**src/rtl/uart_cmd_parser_pkg.sv**
```systemverilog
// Shared definitions for the UART command parser.
// Holds the ASCII codes of the command grammar, the parser state encoding and
// the hex/nibble conversion helpers reused by monitor blocks.
package uart_cmd_parser_pkg;

  localparam logic [7:0] AsciiCr = 8'h0D;
  localparam logic [7:0] AsciiLf = 8'h0A;
  localparam logic [7:0] AsciiW  = 8'h57;
  localparam logic [7:0] AsciiR  = 8'h52;
  localparam logic [7:0] AsciiK  = 8'h4B;
  localparam logic [7:0] AsciiQ  = 8'h3F;

  typedef enum logic [3:0] {
    StIdle,
    StAHi,
    StALo,
    StDHi,
    StDLo,
    StWaitCr,
    StExec,
    StRdWait,
    StSend,
    StDiscard
  } state_e;

  // Returns {valid, nibble}; accepts 0-9, A-F, a-f.
  function automatic logic [4:0] hex_decode(input logic [7:0] c);
    logic [7:0] u;
    u = c & 8'hDF;
    if (c >= 8'h30 && c <= 8'h39) return {1'b1, c[3:0]};
    if (u >= 8'h41 && u <= 8'h46) return {1'b1, c[3:0] + 4'd9};
    return 5'h00;
  endfunction

  // Uppercase ASCII hex character for a nibble.
  function automatic logic [7:0] nib_to_hex(input logic [3:0] n);
    if (n < 4'd10) return {4'h3, n};
    return 8'h37 + {4'h0, n};
  endfunction

  // Case-insensitive compare against an uppercase letter.
  function automatic logic is_letter(input logic [7:0] c, input logic [7:0] letter);
    return (c & 8'hDF) == letter;
  endfunction

endpackage

```
**src/rtl/uart_cmd_parser_resp.sv**
```systemverilog
// Response buffer for the UART command parser.
// Holds up to three bytes, hands them to the transmitter one at a time and
// pulses done together with the final tx_en.
// Ports:
//   clk, reset   clock, asynchronous active-high reset
//   load         one-cycle strobe, capture data/len (buffer must be empty)
//   data         three bytes, byte 0 in [7:0] is sent first
//   len          number of bytes to send, 1..3
//   tx_busy      transmitter busy
//   tx_en        one-cycle send strobe
//   tx_data      byte being sent, held until the next tx_en
//   done         one-cycle pulse coincident with the last tx_en
module uart_cmd_parser_resp (
  input  logic        clk,
  input  logic        reset,
  input  logic        load,
  input  logic [23:0] data,
  input  logic [1:0]  len,
  input  logic        tx_busy,
  output logic        tx_en,
  output logic [7:0]  tx_data,
  output logic        done
);

  logic [23:0] shift_q, shift_d, shift_n;
  logic [1:0]  cnt_q, cnt_d, cnt_n;
  logic        guard_q;
  logic        tx_en_q, tx_en_d;
  logic [7:0]  tx_data_q, tx_data_d;
  logic        done_q, done_d;
  logic        ready;

  always_comb begin
    shift_n = shift_q;
    cnt_n   = cnt_q;
    if (load) begin
      shift_n = data;
      cnt_n   = len;
    end
    // tx_busy may rise one cycle late, so it is ignored during the tx_en
    // cycle and the guard cycle after it.
    ready     = (cnt_n != 2'd0) && !tx_busy && !tx_en_q && !guard_q;
    shift_d   = shift_n;
    cnt_d     = cnt_n;
    tx_en_d   = 1'b0;
    tx_data_d = tx_data_q;
    done_d    = 1'b0;
    if (ready) begin
      tx_en_d   = 1'b1;
      tx_data_d = shift_n[7:0];
      shift_d   = {8'h00, shift_n[23:8]};
      cnt_d     = cnt_n - 2'd1;
      done_d    = (cnt_n == 2'd1);
    end
  end

  always_ff @(posedge clk or posedge reset) begin
    if (reset) begin
      shift_q   <= '0;
      cnt_q     <= '0;
      guard_q   <= 1'b0;
      tx_en_q   <= 1'b0;
      tx_data_q <= '0;
      done_q    <= 1'b0;
    end else begin
      shift_q   <= shift_d;
      cnt_q     <= cnt_d;
      guard_q   <= tx_en_q;
      tx_en_q   <= tx_en_d;
      tx_data_q <= tx_data_d;
      done_q    <= done_d;
    end
  end

  assign tx_en   = tx_en_q;
  assign tx_data = tx_data_q;
  assign done    = done_q;

endmodule

```
**src/rtl/uart_cmd_parser.sv**
```systemverilog
// ASCII hex command parser between uart_rx and uart_tx.
// "W aa dd CR" writes, "R aa CR" reads; replies "K", "hh CR" or "?".
// Ports:
//   clk, reset      clock, asynchronous active-high reset
//   rx_rdy, rx_data received byte strobe and value
//   tx_busy         transmitter busy
//   tx_en, tx_data  response byte strobe and value
//   wr_en, rd_en    one-cycle register strobes
//   addr, wr_data   register address and write data
//   rd_data         read data, sampled RD_LATENCY cycles after rd_en
//   err_ovf         pulse when a received byte is dropped
module uart_cmd_parser
  import uart_cmd_parser_pkg::*;
#(
  parameter int unsigned RD_LATENCY = 1
) (
  input  logic       clk,
  input  logic       reset,
  input  logic       rx_rdy,
  input  logic [7:0] rx_data,
  input  logic       tx_busy,
  output logic       tx_en,
  output logic [7:0] tx_data,
  output logic       wr_en,
  output logic       rd_en,
  output logic [7:0] addr,
  output logic [7:0] wr_data,
  input  logic [7:0] rd_data,
  output logic       err_ovf
);

  state_e      state_q, state_d;
  logic        is_write_q, is_write_d;
  logic [7:0]  addr_sh_q, addr_sh_d;
  logic [7:0]  data_sh_q, data_sh_d;
  logic [7:0]  addr_q, addr_d;
  logic [7:0]  wr_data_q, wr_data_d;
  logic        wr_en_q, wr_en_d;
  logic        rd_en_q, rd_en_d;
  logic        err_ovf_q, err_ovf_d;
  logic        cr_seen_q, cr_seen_d;
  logic        sent_q, sent_d;
  logic [2:0]  lat_cnt_q, lat_cnt_d;

  logic        resp_load;
  logic [23:0] resp_data;
  logic [1:0]  resp_len;
  logic        resp_done;

  logic [4:0]  hex;
  logic        is_cr;
  logic        bad;

  always_comb begin
    state_d    = state_q;
    is_write_d = is_write_q;
    addr_sh_d  = addr_sh_q;
    data_sh_d  = data_sh_q;
    addr_d     = addr_q;
    wr_data_d  = wr_data_q;
    wr_en_d    = 1'b0;
    rd_en_d    = 1'b0;
    cr_seen_d  = cr_seen_q;
    sent_d     = sent_q;
    lat_cnt_d  = lat_cnt_q;
    resp_load  = 1'b0;
    resp_data  = '0;
    resp_len   = 2'd0;
    bad        = 1'b0;
    hex        = hex_decode(rx_data);
    is_cr      = (rx_data == AsciiCr);
    err_ovf_d  = rx_rdy && (state_q inside {StExec, StRdWait, StSend});

    unique case (state_q)
      StIdle: begin
        if (rx_rdy && rx_data != AsciiLf) begin
          if (is_letter(rx_data, AsciiW) || is_letter(rx_data, AsciiR)) begin
            is_write_d = is_letter(rx_data, AsciiW);
            state_d    = StAHi;
          end else begin
            bad = 1'b1;
          end
        end
      end
      StAHi: begin
        if (rx_rdy) begin
          if (hex[4]) begin
            addr_sh_d[7:4] = hex[3:0];
            state_d        = StALo;
          end else begin
            bad = 1'b1;
          end
        end
      end
      StALo: begin
        if (rx_rdy) begin
          if (hex[4]) begin
            addr_sh_d[3:0] = hex[3:0];
            state_d        = is_write_q ? StDHi : StWaitCr;
          end else begin
            bad = 1'b1;
          end
        end
      end
      StDHi: begin
        if (rx_rdy) begin
          if (hex[4]) begin
            data_sh_d[7:4] = hex[3:0];
            state_d        = StDLo;
          end else begin
            bad = 1'b1;
          end
        end
      end
      StDLo: begin
        if (rx_rdy) begin
          if (hex[4]) begin
            data_sh_d[3:0] = hex[3:0];
            state_d        = StWaitCr;
          end else begin
            bad = 1'b1;
          end
        end
      end
      StWaitCr: begin
        if (rx_rdy) begin
          if (is_cr) begin
            state_d = StExec;
            addr_d  = addr_sh_q;
            if (is_write_q) begin
              wr_en_d   = 1'b1;
              wr_data_d = data_sh_q;
            end else begin
              rd_en_d = 1'b1;
            end
          end else begin
            bad = 1'b1;
          end
        end
      end
      StExec: begin
        if (is_write_q) begin
          resp_load = 1'b1;
          resp_data = {16'h0000, AsciiK};
          resp_len  = 2'd1;
          state_d   = StSend;
        end else begin
          lat_cnt_d = 3'd1;
          state_d   = StRdWait;
        end
      end
      StRdWait: begin
        if (lat_cnt_q == RD_LATENCY[2:0]) begin
          resp_load = 1'b1;
          resp_data = {AsciiCr, nib_to_hex(rd_data[3:0]), nib_to_hex(rd_data[7:4])};
          resp_len  = 2'd3;
          state_d   = StSend;
        end else begin
          lat_cnt_d = lat_cnt_q + 3'd1;
        end
      end
      StSend: begin
        if (resp_done) state_d = StIdle;
      end
      StDiscard: begin
        // Leave only once both the line has ended and the '?' is out.
        if (rx_rdy && is_cr) cr_seen_d = 1'b1;
        if (resp_done) sent_d = 1'b1;
        if (cr_seen_d && sent_d) state_d = StIdle;
      end
      default: state_d = StIdle;
    endcase

    // A CR that is itself the bad byte already ended the line: just reply.
    if (bad) begin
      resp_load = 1'b1;
      resp_data = {16'h0000, AsciiQ};
      resp_len  = 2'd1;
      state_d   = is_cr ? StSend : StDiscard;
      cr_seen_d = 1'b0;
      sent_d    = 1'b0;
    end
  end

  always_ff @(posedge clk or posedge reset) begin
    if (reset) begin
      state_q    <= StIdle;
      is_write_q <= 1'b0;
      addr_sh_q  <= '0;
      data_sh_q  <= '0;
      addr_q     <= '0;
      wr_data_q  <= '0;
      wr_en_q    <= 1'b0;
      rd_en_q    <= 1'b0;
      err_ovf_q  <= 1'b0;
      cr_seen_q  <= 1'b0;
      sent_q     <= 1'b0;
      lat_cnt_q  <= '0;
    end else begin
      state_q    <= state_d;
      is_write_q <= is_write_d;
      addr_sh_q  <= addr_sh_d;
      data_sh_q  <= data_sh_d;
      addr_q     <= addr_d;
      wr_data_q  <= wr_data_d;
      wr_en_q    <= wr_en_d;
      rd_en_q    <= rd_en_d;
      err_ovf_q  <= err_ovf_d;
      cr_seen_q  <= cr_seen_d;
      sent_q     <= sent_d;
      lat_cnt_q  <= lat_cnt_d;
    end
  end

  uart_cmd_parser_resp u_resp (
    .clk     (clk),
    .reset   (reset),
    .load    (resp_load),
    .data    (resp_data),
    .len     (resp_len),
    .tx_busy (tx_busy),
    .tx_en   (tx_en),
    .tx_data (tx_data),
    .done    (resp_done)
  );

  assign wr_en   = wr_en_q;
  assign rd_en   = rd_en_q;
  assign addr    = addr_q;
  assign wr_data = wr_data_q;
  assign err_ovf = err_ovf_q;

endmodule
```
**config.mk**
```make
export PLATFORM = sky130hd
export DESIGN_NAME = uart_cmd_parser
export DESIGN_NICKNAME = d
export VERILOG_FILES = /design/src/rtl/uart_cmd_parser_pkg.sv /design/src/rtl/uart_cmd_parser_resp.sv /design/src/rtl/uart_cmd_parser.sv
export SDC_FILE = /design/constraint.sdc
export NUM_CORES = 1
export LEC_CHECK = 0
export ABC_AREA = 1
export CAP_MARGIN = 30
export CELL_PAD_IN_SITES_DETAIL_PLACEMENT = 1
export CELL_PAD_IN_SITES_GLOBAL_PLACEMENT = 1
export CORE_MARGIN = 2
export CORE_UTILIZATION = 39
export CTS_BUF_LIST = sky130_fd_sc_hd__clkbuf_8
export DETAILED_ROUTE_END_ITERATION = 7
export PLACE_DENSITY_LB_ADDON = 0.1
export SLEW_MARGIN = 20
export SYNTH_ARGS = -nofsm -noshare
export SYNTH_HDL_FRONTEND = slang
export SYNTH_SLANG_ARGS = --single-unit
```
**constraint.sdc**
```tcl
create_clock -name clk -period 2.6 [get_ports clk]
set_input_delay 0.52 -clock clk [delete_from_list [all_inputs] [get_ports clk]]
set_output_delay 0.52 -clock clk [all_outputs]
set_load 0.02 [all_outputs]
```
; ---- After elaboration in Yosys (flattened, before gate mapping)
; Index checks and enable logic that the tools add are counted.
[word_totals]
register_bits = 82
word_cells = 171
[op_classes]
add_sub_neg = 5
magnitude_cmp = 6
n_eq_ne = 32
n_mux = 80
n_reduce_logical = 28
[ops]
columns = cell, count
row1 = $mux 24, 3
row2 = $mux 4, 17
row3 = $pmux 20 s2, 1
row4 = $pmux 4 s10, 1
row5 = $ne 3x3->1 const B, 13
row6 = $mux 1, 37
row7 = $mux 8, 4
row8 = $reduce_and 3->1, 7
row9 = $mux 20, 1
row10 = $mux 5, 4
row11 = $eq 4x3->1 const B, 4
row12 = $reduce_and 15->1, 1
row13 = $add 6x4->7 const A, 2
row14 = $eq 7x6->1 const B, 2
row15 = $logic_and 1x1->1, 9
row16 = $mux 3, 3
row17 = $eq 4x2->1 const B, 2
row18 = $eq 4x4->1 const B, 2
row19 = $eq 8x4->1 const B, 1
row20 = $ge 8x6->1 const B, 1
row21 = $ge 8x7->1 const B, 1
row22 = $le 8x6->1 const B, 1
row23 = $le 8x7->1 const B, 1
row24 = $lt 4x4->1 const B, 2
row25 = 22 further kinds, 31

; ---- Longest topological paths before layout
; Gate-level depths: netlist of run 1.
[depth]
depth_word = 16
ltp_mapped = 19
ltp_nobuf = 17

; ---- Hierarchy
; Synthesis of run 1 repeated with hierarchy kept, for this count alone.
[hier_totals]
hier_cells = 586
hier_area_um2 = 4439.3
[modules_own_cells]
columns = module, n_inst, cells_per_inst, area_each_um2, seq_area_each_um2
row1 = uart_cmd_parser, 1, 346, 2653.8, 1126.1
row2 = uart_cmd_parser_resp, 1, 240, 1785.5, 925.9

; ---- Worst setup path after synthesis of run 1
; No wires, ideal clock.
[synth_path]
kind = input port to flip-flop
from = input rx_data[1]
to = register u_resp.tx_data_q[3] (netlist: u_resp.tx_data[3])
arrival_time_ps = 2805
slack_ps = -343
stages = 15
path_buffers = 3
cell_sequence = inv_1 -> ha_1 -> nand3_1 -> nor2_2 -> nand2_1 -> nand3_4 -> buf_4 -> nand4_1 -> nand2_1 -> inv_1 -> ha_1 -> nor4_1 -> clkbuf_1 -> clkbuf_1 -> a31oi_1
[synth_between]
elab_chain_len = 15
[synth_lines]
columns = element, line_no
row1 = start: declaration, uart_cmd_parser.sv:20  ; input logic [7:0] rx_data,
row2 = $ge 8x7->1 or $le 8x7->1 (tied branches), uart_cmd_parser_pkg.sv:31  ; if (u >= 8'h41 && u <= 8'h46) return {1'b1, c[3:0] + 4'd9};
row3 = $logic_and 1x1->1, uart_cmd_parser_pkg.sv:31
row4 = $mux 1 (2 in a row), uart_cmd_parser_pkg.sv:31
row5 = $mux 5, uart_cmd_parser_pkg.sv:32  ; return 5'h00;
row6 = $mux 5, uart_cmd_parser_pkg.sv:31
row7 = $mux 1, n/a
row8 = $mux 1, uart_cmd_parser.sv:96  ; if (rx_rdy) begin
row9 = $pmux 1 s3 (*), uart_cmd_parser.sv:74  ; unique case (state_q)
row10 = $mux 2 or $mux 1 (tied branches), uart_cmd_parser.sv:175  ; if (bad) begin
row11 = $mux 2, uart_cmd_parser_resp.sv:36  ; if (load) begin
row12 = $reduce_bool 2->1, uart_cmd_parser_resp.sv:42  ; ready = (cnt_n != 2'd0) && !tx_busy && !tx_en_q && !guard_q;
row13 = $logic_and 1x1->1 (3 in a row), uart_cmd_parser_resp.sv:42
row14 = end signal: assignment, uart_cmd_parser_resp.sv:70  ; tx_data_q <= tx_data_d;
row15 = end: declaration, uart_cmd_parser_resp.sv:29  ; logic [7:0] tx_data_q, tx_data_d;
; Mark *: on every way between the ends. The rest lies on a longest branch, timed or not. The select of a mux whose other input is x is not followed.
; A chain may end at the register's enable or synchronous reset.

; ---- Worst setup path after layout of run 1
[layout_path]
from = register lat_cnt_q[0]
to = register u_resp.shift_q[3]
[layout_between]
elab_chain_len = 10
[layout_lines]
columns = element, line_no
row1 = start: declaration, uart_cmd_parser.sv:43  ; logic [2:0] lat_cnt_q, lat_cnt_d;
row2 = start signal: assignment, uart_cmd_parser.sv:211  ; lat_cnt_q <= lat_cnt_d;
row3 = $eq 3x1->1 (*), uart_cmd_parser.sv:153  ; if (lat_cnt_q == RD_LATENCY[2:0]) begin
row4 = $mux 2 or $mux 1 (tied branches), uart_cmd_parser.sv:153
row5 = $pmux 2 s2 or $pmux 1 s2 (tied branches), uart_cmd_parser.sv:74
row6 = $mux 2 or $mux 1 (tied branches), uart_cmd_parser.sv:175
row7 = $mux 2, uart_cmd_parser_resp.sv:36
row8 = $reduce_bool 2->1, uart_cmd_parser_resp.sv:42
row9 = $logic_and 1x1->1 (3 in a row), uart_cmd_parser_resp.sv:42
row10 = $mux 24 (*), uart_cmd_parser_resp.sv:48  ; if (ready) begin
row11 = named net u_resp.shift_d[3], uart_cmd_parser_resp.sv:25  ; logic [23:0] shift_q, shift_d, shift_n;
row12 = end signal: assignment, uart_cmd_parser_resp.sv:66  ; shift_q <= shift_d;
row13 = end: declaration, uart_cmd_parser_resp.sv:25
; The timed path passes the listed nets; every way through them passes the cells marked *.

==> results.ini, run 1 <==
[critical_path]
worstPathRequired_ns=2.85
arrival_ns=2.72
endpoint_kind=flop
path_max_fanout=20
critPathMaxStageDelay_ns=0.42
critical_path_class=reg -> reg
crit_slowest_cell=dfrtp_1
crit_path_start_kind=flop
crit_chain=ha_1, nand2_2, inv_2, nand2_4, nand2_2, inv_2, nand4_1, nand2_1, inv_1, ha_2, nor4_4, buf_4, inv_2, buf_12, nand2_1, nand2_1

[timing]
setup_viol=0
skew_ns=0.01066
fmax_mhz=404.9
fin_crit_sh_pct=94.99
fin_hold_ws_ns=0.4705
relSlewSlack_pct=62.69
tightest_slew_ns=0.5584
slew_violations=0
setup_tns_ns=0
hold_viol=0
layout_min_cycle_time_ns=2.470
worst_slack_ns=0.1303

[place]
place_inst=730
dp_hpwl_mm=7.862
placed_area_um2=5016
place_ws_ns=-0.6068
portBuffers=47
gp_congestion=0.7856

[synth]
synthSimpleGateAreaFrac_pct=33.43
synthXorXnorAreaFrac_pct=0.2108
ys_seq_area_share_pct=49.40
synthAdderAreaFrac_pct=3.313
synth_nets=558
synth_edf_count=0
synth-compound-area-share_pct=7.169
synth_top_family_by_area=simple AND/OR/NAND/NOR gates
synthMuxAreaShare_pct=0
ys_seq_elements=82
yosys_warnings=0
postSynthCellCount=527
synthFlopType=dfrtp_1
synth_area_um2=4154
synthArstFlopShare_pct=100.0
ys_types=36
synth_area_per_cell_um2=7.882

[final_layout]
finalNonFillerCells=756
finalNetCount=646
design_area_um2=5383
utilization_pct=52.14
antenna_cells=0
area_growth_pct=29.58
layout-drive-gt1-share_pct=18.55

[power_and_ir_drop]
netSwitchingPower_mw=1.760
internal_power_mw=2.799
swShare_pct=38.61
combPwrFrac_pct=42.7
total_power_mw=4.559
leakagePower_nw=2.850
powerDensity_nw_per_um2=846.9
ir_drop_mv=0.4214
pwr-share-seq_pct=35.5
clkPwrFrac_pct=21.9

[clock_tree]
cts_root_buf=clkbuf_8
cts.sinks=82
cts_inserted_buffers=9
clkLatencyLatePin_ns=0.36
path_clk_slew_ns=0.08
clockBufferDepth=2
ctsHtreeMaxLevel=3
cts_tree=yes

[run_status]
status=complete, no violations

[min_path]
hold_class=reg -> reg

[floorplanning]
ios=48
dieWidth_um=107.2
fp.dieH_um=107.2
dieArea_um2=11490
rows=37
initial_utilization_pct=40.24
core_um2=10320

[grt]
grt_overflow=0
grt_max_degree=47
antenna_found_initial=0
grtUsageTotal_pct=20.24
grt_pass1_vias=3783
grt_pass1_wl_mm=18.17

[detailed_routing]
wirelength_mm=10.96
vias=3726
drc=0
drt_first_pass_iters=4
drt_iter0_drc=92
vias_per_cell=4.929
wl_per_cell_um=14.49
ant_nets=0

[flow_run]
drv_cap=0

==> layout by cell type (no fill, tap or decap), types with 3 or more instances in the layout <==
cell type,count
clkbuf_8,9
buf_4,36
a21oi_1,11
nand2_1,204
clkdlybuf4s50_1,39
nand3_2,4
nand4_1,13
nor2_2,4
inv_2,18
o21ai_1,5
nand3_1,26
o21ai_0,28
nand2_2,11
dlymetal6s2s_1,6
inv_1,35
dfrtp_1,80
nor2_1,38
ha_1,7
nand2_4,3
ha_2,3
==> state kept, by name, indices dropped and copies added, names as in the netlist, 2 cells and up <==
register,flops
u_resp.cnt_q,2
addr,8
data_sh_q,8
addr_sh_q,8
u_resp.shift_q,24
lat_cnt_q,3
wr_data,8
state_q,4
u_resp.tx_data,8
==> cell families after synthesis <==
logic type / after synthesis
fa+ha+maj: 11
buf+inv: 65
simple gates: 313
flops: 82
xor+xnor: 1
compound gates: 55
==> worst max-delay path, delay by kind of cell, from the launching register on <==
kind / cells / cell delay (ns)
and+or+nand+nor: 8 / 0.92
adders and majority gates: 2 / 0.41
DFF: 1 / 0.42
buffers and inverters: 6 / 0.62
==> routing by layer <==
layer	up-vias	track usage, %	share of wire (%)
met3	12	2.553	2.7
met4	0	7.514	1.5
li1	1843	-	-
met2	63	37.39	53
met1	1808	23.80	42
met5	-	0	0
==> power groups by stage <==
stage / Clock [mW] / Combinational [mW] / Sequential (mW)
final: 0.997 / 1.95 / 1.62
after global routing: 1.07 / 2.15 / 1.64
after CTS: 1.02 / 1.86 / 1.61
after detailed placement: 0 / 1.80 / 1.64
after global placement: 0 / 1.74 / 1.63
after floorplan: 0 / 1.14 / 1.67
==> final cells by class <==
cell class / count / area [um^2]
Clock buffer: 9 / 123.9
Clock inverter: 7 / 86.33
Fill cell: 1279 / 4941
Inverter: 53 / 205.2
Multi-Input combinational cell: 380 / 1891
Sequential cell: 82 / 2054
Tap cell: 136 / 170.2
Timing Repair Buffer: 89 / 852.1
==> synthesized netlist by cell type (2+ instances only) <==
cell      count  share of area [%]
nor3_1        2               0.24
inv_1        39                3.5
nor2_1       38                3.4
inv_2        13                1.2
nand4_1      13                2.0
nand3_1      27                3.3
o21ai_1       5               0.60
a31oi_1       2               0.30
nand2_1     207                 19
nand3_2       3               0.72
nor2_2        4               0.60
nor2_4        2               0.54
a21oi_1      12                1.4
buf_2         3               0.36
nand2_4       3               0.81
o22ai_1       2               0.30
o21ai_0      28                3.4
clkbuf_1      5               0.45
ha_1         11                3.3
nand2_2       8                1.2
dfrtp_1      82                 49
nor2_8        2               0.96
buf_4         3               0.54
==> path summary, 6_finish.rpt <==
path / slack [ns] / from / cells past startpoint / to
max: 0.13 / lat_cnt_q[0]$_DFFE_PP0P_ / 16 / u_resp.shift_q[3]$_DFF_PP0_
min: 0.47 / wr_data[6]$_DFFE_PP0P_ / 2 / wr_data[6]$_DFFE_PP0P_
max reg2reg: 0.13 / lat_cnt_q[0]$_DFFE_PP0P_ / 16 / u_resp.shift_q[3]$_DFF_PP0_
min reg2reg: 0.47 / wr_data[6]$_DFFE_PP0P_ / 2 / wr_data[6]$_DFFE_PP0P_
max in group asynchronous: 1.43 / reset / 3 / data_sh_q[2]$_DFFE_PP0P_
min in group asynchronous: 0.55 / reset / 2 / u_resp.tx_data[7]$_DFFE_PP0P_
==> repair_timing <==
item	4_1_cts	5_1_grt
pin swaps	1	6
endpoints found under the setup margin	35	35
gates resized for setup	7	26
hold buffers	0	0
cloned	1	1
buffers inserted	2	6
No activity file was read; power rests on OpenSTA's default activity.
==> inputs of run 2 (changes only) <==
ABC_AREA = not set   (was 1)
CORE_UTILIZATION = 40   (was 39)
==> results.ini, run 2 <==
[run_status]
status=finished with violations
failed_checks=negative setup slack

[synth]
postSynthCellCount=405
synthFlopType=dfrtp_1
synth_area_per_cell_um2=9.960
synthAdderAreaFrac_pct=3.412
synth_nets=436
synthArstFlopShare_pct=100.0
yosys_warnings=0
synth_top_area_share_pct=50.87
netlist_top_cells_count=dfrtp_1, nand2_1, a21oi_1
synth_area_um2=4034
ys_types=58
yosys.area.top_type=dfrtp_1
synth_top_family_by_area=simple AND/OR/NAND/NOR gates
synth_top_cells_by_area=dfrtp_1, nand2_1, mux2_2
ys_seq_area_share_pct=50.87
synthXorXnorAreaFrac_pct=1.303
synthMuxAreaShare_pct=7.661
ys_seq_elements=82
synth-compound-area-share_pct=12.90
synth_edf_count=0
synth_most_common_cell=dfrtp_1
synthSimpleGateAreaFrac_pct=20.13

[timing]
tightest_slew_ns=0.6602
worst_slack_ns=-0.08700
fin_hold_ws_ns=0.4727
hold_viol=0
setup_viol=32
slew_violations=0
layout_min_cycle_time_ns=2.687
rsz0062_at_grt=true
fin_crit_sh_pct=103.3
skew_ns=0.006441
relSlewSlack_pct=55.52
fmax_mhz=372.2

[clock_tree]
clockBufferDepth=2
cts_inserted_buffers=9
cts_root_buf=clkbuf_8
ctsHtreeMaxLevel=3
cts_hold_buf=0
path_clk_slew_ns=0.09
cts_tree=yes
cts.sinks=82
clkLatencyLatePin_ns=0.37

[grt]
grt_pass1_wl_mm=20.31
grt_pass1_vias=3895
grt_overflow=0
grt_max_degree=34
grtUsageTotal_pct=23.51
antenna_found_initial=0

[flow_run]
drv_cap=0

[place]
place_ws_ns=-1.036
gp_congestion=0.8305
portBuffers=47
dp_hpwl_mm=8.480
place_inst=628
placed_area_um2=5241

[critical_path]
critical_path_class=reg -> reg
r2r-end=u_resp.shift_q[9]$_DFF_PP0_
worst-r2r-setup-slack_ns=-0.09
critPathMaxStageDelay_ns=0.47
crit_path_start_kind=flop
worstPathRequired_ns=2.90
crit_chain=or3_4, a311oi_2, o21ai_2, buf_6, nand3_4, or3_4, inv_4, ha_4, or4_4, inv_6, buf_6, nand2_4, o22ai_2
arrival_ns=2.98
reg2reg_depth=13
endpoint_kind=flop
path_max_fanout=5
crit_slowest_cell=or4_4
r2r-start=state_q[2]$_DFFE_PP0P_

[final_layout]
design_area_um2=5749
antenna_cells=0
layout_common_cells=dfrtp_1, buf_4, nand2_1, clkdlybuf4s50_1, mux2_2
final_common_cell=dfrtp_1
finalNetCount=554
layout-drive-gt1-share_pct=32.01
largest_reg_flops=24
regMostFlops=u_resp.shift_q
finalNonFillerCells=661
area_growth_pct=42.52

[detailed_routing]
vias=3571
drt_iter0_drc=124
drc=0
ant_nets=0
drt_first_pass_iters=4
vias_per_cell=5.402
wl_per_cell_um=18.49
wirelength_mm=12.22

[floorplanning]
dieArea_um2=10900
core_um2=9774
initial_utilization_pct=41.27
ios=48
rows=36
dieWidth_um=104.4
fp.dieH_um=104.4

[min_path]
hold_class=reg -> reg
hp-start=addr_sh_q[6]$_DFFE_PP0P_
hold_depth=2
worstHoldEndpoint=addr[6]$_DFFE_PP0P_

[power_and_ir_drop]
clkPwrFrac_pct=20.8
internal_power_mw=2.997
leakagePower_nw=2.697
combPwrFrac_pct=45.2
netSwitchingPower_mw=1.779
pwr-share-seq_pct=34.0
swShare_pct=37.24
ir_drop_mv=0.4459
powerDensity_nw_per_um2=830.7

## run 2: cell types whose count changed in the layout (fill, tap and decap cells not counted), sizes merged, moves of 13 or more
cell / delta
mux2: +23
nand2: -147
nand3: -22
buf: +41
o21ai: -13
inv: -36
nor2: -28
## run 2: routing by layer
layer | share of wire [%] | routed length (um) | global-route usage [%]
met5 | 0 | 0 | 0
met4 | 1.1 | 138 | 7.143
met3 | 3.8 | 459 | 4.073
met2 | 51 | 6262 | 40.38
met1 | 44 | 5361 | 30.24
## run 2: stage by stage
step | total power [mW] | utilization [%] | setup TNS (ns)
5_1_grt | 5.061 | 58.82 | -5.596
6_report | 4.776 | 58.82 | -1.699
4_1_cts | 4.706 | 58.00 | -1.852
2_1_floorplan | 2.731 | - | -7.681
3_3_place_gp | 3.413 | 53.62 | -40.03
3_5_place_dp | 3.466 | 53.62 | -45.34
## run 2: critical path, delay by kind of cell (launching register included)
| kind | cells | cell delay [ns] |
|---|---|---|
| AO/OA/AOI/OAI | 3 | 0.52 |
| adder cells (fa/ha/maj) | 1 | 0.15 |
| flip-flops | 1 | 0.39 |
| buffers and inverters | 4 | 0.43 |
| AND/OR/NAND/NOR | 5 | 1.13 |
## run 2: area by class of cell
type | instances | area (um^2)
multi-input cells | 285 | 2085
well taps | 133 | 166.4
inverters | 16 | 91.34
flip-flops and latches | 82 | 2052
clock inverters | 7 | 82.58
fillers | 1096 | 4025
clock buffers | 9 | 123.9
repair buffers | 129 | 1149
## run 2: kinds of logic (layout without fill, tap and decap cells)
group / Yosys count / count (layout)
AOI/OAI and AO/OA: 82 / 82
xor gates and xnor gates: 6 / 6
adders and majority gates: 11 / 11
buffers and inverters: 38 / 161
DFF: 82 / 82
muxes: 28 / 28
and+or+nand+nor: 158 / 158
## run 2: how the worst max path moves through the flow
stage | startpoint | end | cells past startpoint
2_1_floorplan | rx_data[1] | u_resp.tx_data[0]$_DFFE_PP0P_ | 15
3_3_place_gp | rx_data[1] | u_resp.shift_q[0]$_DFF_PP0_ | 14
3_5_place_dp | rx_data[1] | u_resp.tx_data[3]$_DFFE_PP0P_ | 15
4_1_cts | state_q[2]$_DFFE_PP0P_ | u_resp.shift_q[0]$_DFF_PP0_ | 11
5_1_grt | state_q[2]$_DFFE_PP0P_ | u_resp.shift_q[9]$_DFF_PP0_ | 13
6_report | state_q[2]$_DFFE_PP0P_ | u_resp.shift_q[9]$_DFF_PP0_ | 13
## run 2: power by group through the flow
stage,clock network [mW],registers [mW],logic (mW)
after floorplan,0,1.69,1.04
after global placement,0,1.63,1.78
after detailed placement,0,1.64,1.83
after CTS,1.02,1.62,2.06
after global routing,1.07,1.65,2.34
final,0.994,1.63,2.16
## run 2: timing repair
action | CTS | global route
gates cloned | 1 | 0
endpoints found under the hold margin | 0 | 0
setup endpoints to repair | 47 | 42
pin swaps | 23 | 10
resized for setup | 41 | 19
setup buffers | 15 | 3
==> inputs of run 3 (changes only) <==
ABC_AREA = 1   (was not set)
CORE_UTILIZATION = 39   (was 40)
SLEW_MARGIN = 5   (was 20)
==> results of run 3 <==
Same layout as run 1: the final DEF is identical, and so are final timing and power.
